## src/rtl/hbc_mcp_bus_if.sv

```systemverilog
// Host bus interface for the math co-processor: synchronises the async host strobes, holds the
// operands, launches the multiply and serves result/status. Option macro: HBC_MCP_AUTOSTART_EN.
module hbc_mcp_bus_if #(
    parameter int unsigned TIMEOUT = 255
) (
    input  logic        clk,
    input  logic        rst,
    input  logic        wr_n,
    input  logic        rd_n,
    input  logic [2:0]  addr,
    input  logic [7:0]  data_in,
    output logic [7:0]  data_out,
    output logic        data_oe,
    output logic [15:0] op_a,
    output logic [15:0] op_b,
    output logic        op_start,
    input  logic [31:0] res,
    input  logic        res_valid
);

    typedef enum logic [0:0] {StIdle, StBusy} state_e;

    localparam logic [7:0] WdogLoad = 8'(TIMEOUT);

    logic       wr_s1_q, wr_s2_q, wr_d_q;
    logic       rd_s1_q, rd_s2_q, rd_d_q;
    logic [2:0] addr_q;
    logic [7:0] data_q;

    logic [7:0] ah_q, al_q, bh_q, bl_q;
    logic [31:0] res_q;
    logic       overrun_q, timeout_q;
    logic [7:0] wdog_q;
    state_e     state_q;

    logic wr_fall, rd_rise, reg_wr, start_req, stat_clr, busy;

    // Strobes idle high, so the synchronisers reset to 1 to avoid a phantom edge.
    always_ff @(posedge clk) begin
        if (rst) begin
            wr_s1_q <= 1'b1;
            wr_s2_q <= 1'b1;
            wr_d_q  <= 1'b1;
            rd_s1_q <= 1'b1;
            rd_s2_q <= 1'b1;
            rd_d_q  <= 1'b1;
            addr_q  <= 3'd0;
            data_q  <= 8'h00;
        end else begin
            wr_s1_q <= wr_n;
            wr_s2_q <= wr_s1_q;
            wr_d_q  <= wr_s2_q;
            rd_s1_q <= rd_n;
            rd_s2_q <= rd_s1_q;
            rd_d_q  <= rd_s2_q;
            addr_q  <= addr;
            data_q  <= data_in;
        end
    end

    assign wr_fall  = wr_d_q & ~wr_s2_q;
    assign rd_rise  = ~rd_d_q & rd_s2_q;
    assign reg_wr   = wr_fall && ((addr_q <= 3'd3) || (addr_q == 3'd7));
    assign stat_clr = rd_rise && (addr_q == 3'd4);
    assign busy     = (state_q == StBusy);

    always_comb begin
        start_req = wr_fall && (addr_q == 3'd7) && data_q[0];
`ifdef HBC_MCP_AUTOSTART_EN
        if (wr_fall && (addr_q == 3'd3)) begin
            start_req = 1'b1;
        end
`endif
    end

    always_ff @(posedge clk) begin
        if (rst) begin
            ah_q <= 8'h00;
            al_q <= 8'h00;
            bh_q <= 8'h00;
            bl_q <= 8'h00;
        end else if (reg_wr && !busy && !addr_q[2]) begin
            case (addr_q[1:0])
                2'd0: ah_q <= data_q;
                2'd1: al_q <= data_q;
                2'd2: bh_q <= data_q;
                2'd3: bl_q <= data_q;
                default: ;
            endcase
        end
    end

    // Flag sets are placed after the clear so a simultaneous set wins.
    always_ff @(posedge clk) begin
        if (rst) begin
            state_q   <= StIdle;
            wdog_q    <= 8'd0;
            op_start  <= 1'b0;
            res_q     <= 32'd0;
            overrun_q <= 1'b0;
            timeout_q <= 1'b0;
        end else begin
            op_start <= 1'b0;
            if (stat_clr) begin
                overrun_q <= 1'b0;
                timeout_q <= 1'b0;
            end
            if (reg_wr && busy) begin
                overrun_q <= 1'b1;
            end
            case (state_q)
                StIdle: begin
                    if (start_req) begin
                        op_start <= 1'b1;
                        wdog_q   <= WdogLoad;
                        state_q  <= StBusy;
                    end
                end
                StBusy: begin
                    if (res_valid) begin
                        res_q   <= res;
                        wdog_q  <= 8'd0;
                        state_q <= StIdle;
                    end else if (wdog_q <= 8'd1) begin
                        timeout_q <= 1'b1;
                        wdog_q    <= 8'd0;
                        state_q   <= StIdle;
                    end else begin
                        wdog_q <= wdog_q - 8'd1;
                    end
                end
            endcase
        end
    end

    assign op_a    = {ah_q, al_q};
    assign op_b    = {bh_q, bl_q};
    assign data_oe = !rd_n && !rst;

    always_comb begin
        data_out = 8'h00;
        if (!rst) begin
            case (addr)
                3'd0:    data_out = res_q[31:24];
                3'd1:    data_out = res_q[23:16];
                3'd2:    data_out = res_q[15:8];
                3'd3:    data_out = res_q[7:0];
                3'd4:    data_out = {5'b00000, timeout_q, overrun_q, busy};
                default: data_out = 8'h00;
            endcase
        end
    end

endmodule

```

## config.mk

```make
export PLATFORM = sky130hd
export DESIGN_NAME = hbc_mcp_bus_if
export DESIGN_NICKNAME = d
export VERILOG_FILES = /design/src/rtl/hbc_mcp_bus_if.sv
export SDC_FILE = /design/constraint.sdc
export NUM_CORES = 1
export LEC_CHECK = 0
export BUFFER_PORTS_ARGS = -buffer_cell sky130_fd_sc_hd__buf_2
export CORE_UTILIZATION = 45
export DETAILED_ROUTE_END_ITERATION = 12
export PLACE_DENSITY = 0.67
export SYNTH_ARGS = -nofsm -noshare
export SYNTH_HDL_FRONTEND = slang
export SYNTH_SLANG_ARGS = --single-unit
```

## constraint.sdc

```tcl
create_clock -name clk -period 2.9 [get_ports clk]
set_input_delay 0 -clock clk [delete_from_list [all_inputs] [get_ports clk]]
set_output_delay 0 -clock clk [all_outputs]
set_load 0.01 [all_outputs]
```

# After elaboration in Yosys (flattened, before gate mapping)
# Index checks and enable logic that the tools add are counted.
# word_totals
wordCells	74
mem_bits_rw	0
out_inout_bits	42
regBits	93
in_bits	48
latch_bits	0
memories	0
rom_bits	0
# op_classes
n_reduce_logical	22
magnitude_cmp	2
n_eq_ne	10
shift	0
n_bitwise	5
div_mod_pow	0
n_addsub	1
mul	0
n_mux	16
# op_table
cell	count
$pmux 8 s5	1
$mux 8	4
$pmux 8 s2	1
$reduce_and 2->1	5
$eq 3x3->1 const B	3
$mux 1	9
$le 8x1->1 const B	1
$logic_and 1x1->1	8
$sub 8x1->8 const B	1
$eq 3x2->1 const B	2
$eq 2x2->1 const B	2
$logic_not 1->1	4
$eq 3x1->1 const B	1
$le 3x2->1 const B	1
$logic_not 3->1	1
$not 1->1	3
$and 1x1->1	2
$eq 2x1->1 const B	1
$logic_not 2->1	1
$ne 2x2->1 const B	1
$pmux 1 s2	1
$reduce_bool 2->1	1
$reduce_or 2->1	1
$logic_or 1x1->1	1

# Depth between registers and ports, before layout
# depth
ltp_word	7
depth_mapped	6
ltp_nobuf	6

# Worst setup path before layout
# OpenSTA, ideal clock, no wires.
# synth_path
path_type	reg2reg
startpoint	register wdog_q[0]
endpoint	register wdog_q[5]
synth_period_minus_slack_ns	1.673
t_required_ns	2.814
path_buffers	0
path_stages_with_launch	7
setup_time_ns	0.086
slack_ns	1.227
arrival_ns	1.587
cell_sequence	dfxtp_1 inv_1 ha_1 or2_1 a311oi_4 a311oi_1 a211oi_1
# synth_between
elab_chain_cells	4
word_cells_on_any_way	5
classes_between	1 x add/sub; 1 x order compare; 3 x mux
# synth_rtl
item	line_no	rtl
start, declared	33	logic [7:0] wdog_q;
start signal, assigned	115	wdog_q <= WdogLoad;
start signal, assigned	129	wdog_q <= wdog_q - 8'd1;
$sub 8x1->8 or $le 8x1->1 (tied branches)	129, 124	
$mux 8 (*)	124	end else if (wdog_q <= 8'd1) begin
$mux 8 (*)	120	if (res_valid) begin
$pmux 8 s2 (*)	111	case (state_q)
# Every way passes the cells marked *; elsewhere a longest branch is shown, timed or not.
# A chain may end at the register's enable or synchronous reset.

# Worst setup path after layout
# Ends and elaborated chain as after synthesis.

==> metrics.md <==
| Metric | Value |
|---|---|
| Starting density of the core | 47.0% |
| Worst slew pin tran | 0.711 ns |
| Core ar. | 7810 sq um |
| Vias per Instance | 5.13 |
| 1st-iter DRT viols | 162 |
| Synth Area in Simple Gates | 23.3% |
| Min cycle time layout | 1.89 ns |
| Number of global-route vias before repair | 3086 |
| CP Data Required Time | 3.17 ns |
| NumNets Final | 576 |
| Cell internal pwr | 1.79 mW |
| Routed met1 length | 4000 microns |
| Total Routing Usage GR | 21.7% |
| Chip Height | 92.3 microns |
| Area delta synth->final | 30.4% |
| Setup WS pre-CTS | 1.04 ns |
| Synthesized net count | 455 |
| Overflow after GRT | 0 |
| WS Path Type | flop to flop |
| Number of enable flip-flop cells after synthesis | 0 |
| Clock power frac | 37.2% |
| Drc violations | 0 |
| Post-synthesis mux area share | 11.1% |
| Crit path max fanout | 7 |
| Setup violations, final | 0 |
| Bufs on Longest Clock Path | 2 |
| # IOs | 90 |
| Synth warnings | 0 |
| Reg power frac | 56.3% |
| Final period util | 65.2% |
| CTS tree | built |
| Max-cap viol count | 0 |
| Final instance area | 4780 sq um |
| # fillers | 688 |
| Switching Fraction | 22.6% |
| Syn_area_per_cell | 9.06 sq um |
| Crit path launch type | flop |
| Synth Instances | 405 |
| Area of the multi-input gates | 1670 sq um |
| Fin. max-slew vios | 0 |
| PnR worst setup slack | 1.01 ns |
| Tot Pwr | 2.32 mW |
| Outcome | finished, final reports clean |
| Hold Path Class | input pin to flop |
| Antenna Cells | 0 |
| IO buf count | 89 |
| Skew final | 0.00895 ns |
| Die width | 92.3 microns |
| Main flop type after synthesis | dfxtp_1 |
| Worst EP arrival | 2.16 ns |
| Yosys reg bits | 93 |
| Final non-filler cell total | 632 |
| CTS Hold Bufs | 42 |
| Crit end category | flop |
| NetSw | 0.525 mW |
| Clock slew at reported path FFs | 0.09 ns |
| Cell Pwr Density | 485 nW/um^2 |
| Antenna violations before repair | 0 |
| Wirelength per Cell | 14.2 microns |
| Pin count of the biggest net entering global routing | 40 |
| Most frequent cells in the layout | dfxtp_1 (93), buf_2 (89), nand2_1 (81) |
| Cell variety after synth | 38 |
| Core Rows | 32 |
| RSZ-0062 raised after global routing | false |
| DP Area | 4160 sq um |
| Async SR Flop Fraction | 0% |
| Logic pwr share | 6.5% |
| Synth Area in XOR/XNOR | 0% |
| Worst VDD drop | 0.309 mV |
| Sequential share of the synthesized area | 50.8% |
| CTS HTree Levels | 3 |
| Root buffer cell | clkbuf_8 |
| Synthesized area | 3670 sq um |
| Most common cell after layout, fill and taps aside | dfxtp_1 |
| CTS Buf Count | 9 |
| Final hold vios | 0 |
| Area of the die | 8520 sq um |
| HPWL Detailed | 5790 microns |
| Clock Sinks | 93 |
| Global-route wire length before repair | 14500 microns |
| Post-synthesis adder-cell area fraction | 0.682% |
| Final setup TNS | 0 ns |
| Clk Latency, worst-skew pair | 0.35 ns |
| Routed Antenna Nets | 0 |
| Worst slew margin | 52.6% |
| Synth Area in Compound Gates | 10.6% |
| Largest family of logic cells by synthesized area | simple AND/OR/NAND/NOR gates |
| Placed instance count | 575 |
| Share of cells above drive strength 1 | 24.0% |
| Router iterations before antenna repair | 5 |
| WL final | 8960 microns |
| DR top layer | met4 |
| Vias | 3245 |
| Met3 wire len | 449 microns |
| Max frequency | 529 MHz |
| Gpl congestion | 0.844 |
| Sequential cell area | 1860 sq um |
| Leakage | 1.99 nW |
| Setup repair bufs after CTS | 0 |
| Met2 WL | 4390 microns |
| PostCTS Resize Cnt | 0 |
==> power by group through the flow <==
stage	Sequential (mW)	Clock [mW]	Combinational, mW
2_1_floorplan	1.33	0	0.0550
3_3_place_gp	1.34	0	0.106
3_5_place_dp	1.34	0	0.106
4_1_cts	1.31	0.883	0.149
5_1_grt	1.31	0.937	0.164
6_report	1.30	0.862	0.151
==> state kept, by name (all words and copies together) (netlist names) <==
name,cells
addr_q,3
overrun_q,1
bl_q,8
wdog_q,8
wr_d_q,1
rd_s1_q,1
al_q,8
wr_s1_q,1
timeout_q,1
res_q,32
bh_q,8
busy,1
data_q,8
wr_s2_q,1
op_start,1
rd_s2_q,1
ah_q,8
rd_d_q,1
==> final cells by class <==
| type | instances | share of cell area [%] |
|---|---|---|
| Clock inverter | 5 | 1.26 |
| Multi-Input combinational cell | 281 | 35.0 |
| Inverter | 5 | 0.392 |
| Clock buffer | 10 | 2.88 |
| Timing Repair Buffer | 136 | 18.9 |
| Tap cell | 102 | 2.67 |
| Sequential cell | 93 | 38.9 |
==> worst max-delay path, stage by stage, from the launching register on <==
cell	delay, ns
dfxtp_1	0.44
inv_1	0.09
ha_1	0.24
or2_1	0.30
a311oi_4	0.38
a311oi_1	0.15
a211oi_1	0.21
==> routing by layer <==
layer  vias to the layer above  GRT usage, %
met1                      1486          27.5
met4                         0          7.29
met5                         -             0
met3                        12          4.68
met2                       125          36.7
li1                       1622             -
==> per-stage QoR <==
step	util, %	hold slack, ns
floorplan	-	0.104
global placement	53.3	0.182
detailed placement	53.3	0.186
CTS	61.3	0.0160
global route	61.3	0.0323
finish	61.3	0.0377
==> cell usage after synthesis (all sizes together) (6+ instances only) <==
cell type	n	area, sq um
mux2i	27	270
dfxtp	93	1860
a21oi	52	260
o21ai	8	40.0
nor2b	13	81.3
nor3b	6	45.0
nand2	81	304
mux4	6	135
nor2	35	131
nand3	11	55.1
clkbuf	16	60.1
buf	10	55.1
or2	7	43.8
==> logic make-up (layout without fill, tap and decap cells) <==
| logic type | Yosys count | in the layout |
|---|---|---|
| DFF | 93 | 93 |
| adders and majority gates | 2 | 2 |
| muxes | 33 | 33 |
| and+or+nand+nor | 177 | 177 |
| AOI/OAI and AO/OA | 69 | 69 |
| buffers and inverters | 31 | 156 |
==> final timing paths <==
path	startpoint	endpoint	slack (ns)	depth (start not counted)
max	wdog_q[0]	wdog_q[5]	1.01	6
min	addr[2]	addr_q[2]	0.04	2
max reg2reg	wdog_q[0]	wdog_q[5]	1.01	6
min reg2reg	rd_s1_q	rd_s2_q	0.42	1
No activity file was read; power rests on OpenSTA's default activity.
